===== config.mk =====
export PLATFORM = sky130hd
export DESIGN_NAME = mem_arbiter
export DESIGN_NICKNAME = d
export VERILOG_FILES = /design/src/rtl/mem_arbiter_pkg.sv /design/src/rtl/mem_arb_select.sv /design/src/rtl/mem_arbiter.sv
export SDC_FILE = /design/constraint.sdc
export NUM_CORES = 1
export LEC_CHECK = 0
export BUFFER_PORTS_ARGS = -buffer_cell sky130_fd_sc_hd__buf_2
export CAP_MARGIN = 10
export CORE_AREA = 2 2 98 100
export CTS_BUF_LIST = sky130_fd_sc_hd__clkbuf_4
export DETAILED_ROUTE_END_ITERATION = 7
export DIE_AREA = 0 0 100 102
export PLACE_DENSITY = 0.81
export SLEW_MARGIN = 25
export SYNTH_ARGS = -nofsm -noshare
export SYNTH_HDL_FRONTEND = slang
export SYNTH_SLANG_ARGS = --single-unit
export TNS_END_PERCENT = 10

===== constraint.sdc =====
create_clock -name clk -period 2.3 [get_ports clk]
set_input_delay 0.23 -clock clk [delete_from_list [all_inputs] [get_ports clk]]
set_output_delay 0.23 -clock clk [all_outputs]
set_load 0.01 [all_outputs]

===== src/rtl/mem_arbiter_pkg.sv =====
// Shared types and helpers for the three-client memory arbiter.
package mem_arbiter_pkg;

  typedef enum logic [1:0] {
    IDLE,
    CMD,
    WDATA,
    RDATA
  } state_t;

  typedef enum logic [1:0] {
    OWN_NONE,
    OWN_I_RD,
    OWN_D_RD,
    OWN_D_WR
  } owner_t;

  // Bit positions within the one-hot winner vector.
  localparam int WIN_I_RD = 0;
  localparam int WIN_D_RD = 1;
  localparam int WIN_D_WR = 2;

  // Address bits cleared to align a burst of 32-bit words.
  function automatic int align_bits(input int burst_len);
    return $clog2(burst_len) + 2;
  endfunction

endpackage


===== src/rtl/mem_arb_select.sv =====
// Fixed-priority request picker with a saturating guard that lets a starved
// instruction fetch win after STARVE_LIMIT consecutive data-side grants.
module mem_arb_select
  import mem_arbiter_pkg::*;
#(
  parameter int STARVE_LIMIT = 4
) (
  input  logic       clk,
  input  logic       rst_n,
  input  logic       i_rd_req,
  input  logic       d_rd_req,
  input  logic       d_wr_req,
  input  logic       grant,
  output logic [2:0] winner
);

  localparam int CNT_W = $clog2(STARVE_LIMIT + 1);
  localparam logic [CNT_W-1:0] CNT_MAX = CNT_W'(STARVE_LIMIT);

  logic [CNT_W-1:0] starve_cnt;
  logic             starved;

  assign starved = i_rd_req && (starve_cnt == CNT_MAX);

  // NOTE: winner gets a default before the priority chain so no path leaves
  // it unassigned; a missing default here would infer a latch.
  always_comb begin
    winner = '0;
    if (starved)       winner[WIN_I_RD] = 1'b1;
    else if (d_wr_req) winner[WIN_D_WR] = 1'b1;
    else if (d_rd_req) winner[WIN_D_RD] = 1'b1;
    else if (i_rd_req) winner[WIN_I_RD] = 1'b1;
  end

  // NOTE: clocked state uses non-blocking assignments so every register
  // samples pre-edge values regardless of statement order.
  always_ff @(posedge clk or negedge rst_n) begin
    if (!rst_n) begin
      starve_cnt <= '0;
    end else if (!i_rd_req || (grant && winner[WIN_I_RD])) begin
      starve_cnt <= '0;
    end else if (grant && (winner[WIN_D_RD] || winner[WIN_D_WR]) &&
                 (starve_cnt != CNT_MAX)) begin
      starve_cnt <= starve_cnt + 1'b1;
    end
  end

endmodule


===== src/rtl/mem_arbiter.sv =====
// Serialises i-cache reads, d-cache reads and d-cache writes onto a single
// burst memory port and routes read beats back to the owning cache.
module mem_arbiter
  import mem_arbiter_pkg::*;
#(
  parameter int ADDR_W       = 26,
  parameter int DATA_W       = 32,
  parameter int BURST_LEN    = 4,
  parameter int STARVE_LIMIT = 4
) (
  input  logic              clk,
  input  logic              rst_n,
  input  logic              i_rd_req,
  input  logic [ADDR_W-1:0] i_rd_addr,
  output logic              i_rd_gnt,
  output logic              i_rd_valid,
  input  logic              d_rd_req,
  input  logic [ADDR_W-1:0] d_rd_addr,
  output logic              d_rd_gnt,
  output logic              d_rd_valid,
  output logic [DATA_W-1:0] rd_data,
  input  logic              d_wr_req,
  input  logic [ADDR_W-1:0] d_wr_addr,
  input  logic [DATA_W-1:0] d_wr_data,
  output logic              d_wr_gnt,
  output logic              d_wr_ack,
  output logic              m_cmd_valid,
  input  logic              m_cmd_ready,
  output logic              m_cmd_write,
  output logic [ADDR_W-1:0] m_cmd_addr,
  output logic              m_wr_valid,
  output logic [DATA_W-1:0] m_wr_data,
  input  logic              m_wr_ready,
  input  logic              m_rd_valid,
  input  logic [DATA_W-1:0] m_rd_data
);

  localparam int BEAT_W  = $clog2(BURST_LEN);
  localparam int ALIGN_W = align_bits(BURST_LEN);
  localparam logic [ADDR_W-1:0] ALIGN_MASK =
    {{(ADDR_W-ALIGN_W){1'b1}}, {ALIGN_W{1'b0}}};
  localparam logic [BEAT_W-1:0] LAST_BEAT = BEAT_W'(BURST_LEN - 1);

  state_t            state_q, state_d;
  owner_t            owner_q, win_owner;
  logic [ADDR_W-1:0] addr_q, win_addr;
  logic [BEAT_W-1:0] beat_cnt;
  logic [2:0]        winner;
  logic              grant;
  logic              beat_last;

  assign grant     = (state_q == IDLE) && (winner != 3'b000);
  assign beat_last = (beat_cnt == LAST_BEAT);

  mem_arb_select #(
    .STARVE_LIMIT(STARVE_LIMIT)
  ) u_sel (
    .clk      (clk),
    .rst_n    (rst_n),
    .i_rd_req (i_rd_req),
    .d_rd_req (d_rd_req),
    .d_wr_req (d_wr_req),
    .grant    (grant),
    .winner   (winner)
  );

  always_comb begin
    win_owner = OWN_NONE;
    win_addr  = '0;
    if (winner[WIN_D_WR]) begin
      win_owner = OWN_D_WR;
      win_addr  = d_wr_addr;
    end else if (winner[WIN_D_RD]) begin
      win_owner = OWN_D_RD;
      win_addr  = d_rd_addr;
    end else if (winner[WIN_I_RD]) begin
      win_owner = OWN_I_RD;
      win_addr  = i_rd_addr;
    end
  end

  always_ff @(posedge clk or negedge rst_n) begin
    if (!rst_n) state_q <= IDLE;
    else        state_q <= state_d;
  end

  always_comb begin
    state_d     = state_q;
    m_cmd_valid = 1'b0;
    m_wr_valid  = 1'b0;
    m_wr_data   = '0;
    d_wr_ack    = 1'b0;
    unique case (state_q)
      IDLE: if (grant) state_d = CMD;
      CMD: begin
        m_cmd_valid = 1'b1;
        if (m_cmd_ready) state_d = (owner_q == OWN_D_WR) ? WDATA : RDATA;
      end
      WDATA: begin
        m_wr_valid = 1'b1;
        m_wr_data  = d_wr_data;
        d_wr_ack   = m_wr_ready;
        if (m_wr_ready && beat_last) state_d = IDLE;
      end
      RDATA: if (m_rd_valid && beat_last) state_d = IDLE;
      default: state_d = IDLE;
    endcase
  end

  assign m_cmd_addr  = addr_q;
  assign m_cmd_write = (owner_q == OWN_D_WR);

  always_ff @(posedge clk or negedge rst_n) begin
    if (!rst_n) begin
      owner_q    <= OWN_NONE;
      addr_q     <= '0;
      beat_cnt   <= '0;
      i_rd_gnt   <= 1'b0;
      d_rd_gnt   <= 1'b0;
      d_wr_gnt   <= 1'b0;
      i_rd_valid <= 1'b0;
      d_rd_valid <= 1'b0;
      rd_data    <= '0;
    end else begin
      i_rd_gnt   <= grant && winner[WIN_I_RD];
      d_rd_gnt   <= grant && winner[WIN_D_RD];
      d_wr_gnt   <= grant && winner[WIN_D_WR];
      i_rd_valid <= 1'b0;
      d_rd_valid <= 1'b0;
      if (grant) begin
        owner_q <= win_owner;
        addr_q  <= win_addr & ALIGN_MASK;
      end
      if (state_q == CMD) beat_cnt <= '0;
      // The terminal beat leaves the counter alone; CMD re-zeroes it.
      if (((state_q == WDATA) && m_wr_ready) || ((state_q == RDATA) && m_rd_valid)) begin
        if (!beat_last) beat_cnt <= beat_cnt + 1'b1;
      end
      if ((state_q == RDATA) && m_rd_valid) begin
        rd_data    <= m_rd_data;
        i_rd_valid <= (owner_q == OWN_I_RD);
        d_rd_valid <= (owner_q == OWN_D_RD);
      end
    end
  end

  // Simulation-only check: memory must not return beats unless a read is open.
  a_no_stray_rd_beat: assert property (@(posedge clk) disable iff (!rst_n)
    m_rd_valid |-> (state_q == RDATA));

endmodule


==> key figures <==
Synthesis
  – Syn. warnings: 0
  – Library cells used by synthesis: 35
  – Gate count after technology mapping: 363
  – Seq/Total Area, Yosys: 0.471
  – Post-Synthesis Cell Area: 3610 sq um
  – Syn avg cell area: 9.94 sq um
  – Yosys reg bits: 68

STA
  – Slew headroom: 0.393
  – Final-report hold violation count: 0
  – RSZ-0062 raised after global routing: false
  – Setup Skew: 0.0245 ns
  – Tcrit/Tclk final: 0.848
  – Sum Neg Setup Slack: 0 ns
  – Max frequency: 0.512 GHz
  – Pins over their slew limit: 0
  – Worst-Margin Slew: 0.910 ns
  – Period minus WS final: 1.95 ns
  – Setup-failing EPs final: 0

Pwr
  – Worst VDD drop: 0.402 mV
  – Leak: 0.00258 uW
  – Power per cell area: 1090 nW/um^2

Worst hold path
  – Worst Hold Class: in2reg
  – Worst hold stages: 2

Placement
  – Placed cell count: 685
  – Port bufs: 232
  – Hpwl dp: 8180 microns
  – Final GP Congestion: 0.774

Critical path
  – Critical Path AT: 1.72 ns
  – Setup CP Type: reg2out
  – Critical path endpoint category: output pin
  – Critical Path RT: 2.07 ns
  – CP max FO: 33
  – Worst setup SP type: flop
  – R2R depth: 3

Die
  – Die Wd: 100 microns
  – Die ar.: 10200 sq um
  – Die H: 102 microns
  – Core Box Area: 9110 sq um
  – Initial Util: 0.396
  – Core Rows: 35
  – Io pins: 249

Drt
  – Final WL: 10700 microns
  – DR WL/cell: 15.3 microns
  – Drc violations: 0
  – 1st-iter DRT viols: 144
  – Routed vias: 3607
  – Post-DR vias/cell: 5.15
  – Final ANT Viol Nets: 0
  – Drt pass-1 iters: 4

Outcome
  – Status: finished, final reports clean

Clocking
  – CTS H-tree depth: 3
  – CTS Sinks: 68
  – CTS Buffer Depth: 2
  – Num CTS Buffers: 9
  – Clock-pin slew on the worst setup and hold paths: 0.13 ns
  – Root buf cell: clkbuf_4
  – Clk Latency, worst-skew pair: 0.41 ns
  – Postcts setup bufs: 0
  – CTS tree: yes

Cells and area
  – Area grow syn2layout: 38.6%
  – Inserted Diodes: 0
  – Share of cells above drive strength 1: 0.486
  – Non-filler cells, final: 701
  – Nets: 739

GRT
  – Initial antenna violation count: 0
  – Vias in the first global route: 3434
  – First-pass GRT wire length: 16000 microns
  – Largest net degree at the start of global routing: 34
  – Gr ovfl total: 0
  – GRT Overall Usage: 0.201

Job
  – Maxcap violations: 0
-- cell usage in the layout (no fill, tap or decap), types with 2 or more instances in the layout --
master	n
buf_2	232
dfrtp_1	68
and2_1	35
nand2_1	29
nand3_1	26
a21oi_1	25
nand3b_1	24
mux2_2	24
a21o_1	22
a31oi_1	22
buf_4	13
mux2_1	9
clkbuf_4	9
inv_1	5
nor2b_1	5
conb_1	4
nor3b_1	3
a21boi_1	3
ha_1	3
nor4b_1	2
o21ai_0	2
o211ai_1	2
and3_1	2
nor3_1	2
o22ai_1	2
nor2_1	2
clkinvlp_4	2
bufinv_16	2
-- synth_stat cells --
cell / instances / share of area
a21boi_1: 3 / 0.0062
nand2_1: 29 / 0.030
conb_1: 1 / 0.0010
nand3_1: 26 / 0.036
and3_1: 2 / 0.0035
mux2_1: 9 / 0.028
buf_4: 4 / 0.0083
o211ai_1: 2 / 0.0042
a2bb2oi_1: 1 / 0.0024
buf_1: 1 / 0.0010
or2_2: 1 / 0.0017
buf_6: 4 / 0.012
a31oi_1: 22 / 0.038
dfrtp_1: 68 / 0.47
buf_2: 6 / 0.0083
a31o_1: 1 / 0.0024
o32a_1: 1 / 0.0028
nor2b_1: 5 / 0.0087
nor3b_1: 3 / 0.0062
o21ai_0: 2 / 0.0028
nor4b_1: 2 / 0.0049
a21oi_1: 25 / 0.035
and2_1: 35 / 0.061
nor2_1: 3 / 0.0031
a21o_1: 22 / 0.046
nor3_1: 2 / 0.0028
o22ai_1: 2 / 0.0035
or3_1: 1 / 0.0017
clkbuf_1: 22 / 0.023
mux2_2: 24 / 0.075
ha_1: 3 / 0.010
o2bb2ai_1: 1 / 0.0024
o21ai_1: 1 / 0.0014
nand3b_1: 24 / 0.050
inv_1: 5 / 0.0052
-- layer usage --
metal,share of wire,GRT usage,up-vias
li1,-,-,1713
met1,0.37,0.213,1691
met2,0.54,0.401,187
met3,0.071,0.0308,16
met4,0.018,0.0727,0
met5,0,0,-
-- sequential cells by signal, indices dropped and copies added (netlist names) --
| name | cells |
|---|---|
| u_sel.starve_cnt | 3 |
| d_wr_gnt | 1 |
| beat_cnt | 2 |
| rd_data | 32 |
| state_q | 2 |
| m_cmd_addr | 22 |
| i_rd_valid | 1 |
| owner_q | 2 |
| d_rd_gnt | 1 |
| d_rd_valid | 1 |
| i_rd_gnt | 1 |
-- repair_timing --
item,4_1_cts,5_1_grt
hold buffers,1,0
hold endpoints to repair,25,0
gates resized for setup,0,0
-- kinds of logic (layout without fill, tap and decap cells) --
kind of cell / after synthesis / count (layout) / share of synthesized area
flip-flops: 68 / 68 / 0.471
multiplexers: 33 / 33 / 0.103
adder cells (fa/ha/maj): 3 / 3 / 0.0104
AO/OA/AOI/OAI: 83 / 83 / 0.147
AND/OR/NAND/NOR: 133 / 133 / 0.209
other: 1 / 4 / 0.00104
buffers and inverters: 42 / 266 / 0.0582
-- critical path, cell delays in order, from the launching register on --
cell	delay [ns]
dfrtp_1	0.59
nor2b_1	0.18
buf_4	0.25
and2_1	0.19
buf_2	0.13
-- final timing paths --
check	startpoint	end	slack, ns
setup / recovery	state_q[1]$_DFFE_PN0P_	m_wr_data[6]	0.35
hold / removal	m_rd_data[16]	rd_data[16]$_DFFE_PN0P_	0.03
setup reg to reg	state_q[0]$_DFFE_PN0P_	m_cmd_addr[15]$_DFFE_PN0N_	0.52
hold reg to reg	owner_q[1]$_DFFE_PN0N_	i_rd_valid$_DFF_PN0_	0.46
max in group asynchronous	rst_n	rd_data[12]$_DFFE_PN0P_	1.11
min in group asynchronous	rst_n	rd_data[31]$_DFFE_PN0P_	0.38
-- layout make-up --
type                    count  area, sq um
fillers                   826         4110
multi-input cells         256         1720
flip-flops and latches     68         1700
repair buffers            246         1270
well taps                 111          139
clock inverters             6         88.8
clock buffers               9         67.6
inverters                   5         18.8
-- power by group --
part	total [uW]	internal (uW)	switching, uW
registers	2080	1740	331
clock network	870	437	434
logic	2510	1210	1300
total	5460	3390	2070
-- metrics by stage --
stage               setup WS (ns)  power [uW]  hold slack, ns  cell area, sq um   util
CTS                         0.303        5530         0.00968              5000  0.549
detailed placement          0.461        4650           0.282              4840  0.531
finish                      0.348        5460          0.0293              5000  0.549
floorplan                   0.724        3550         -0.0656              3620      -
global route                0.211        5870         0.00124              5000  0.549
global placement            0.565        4540           0.276              4840  0.531
Note: power is estimated with default switching activity, not from simulation.
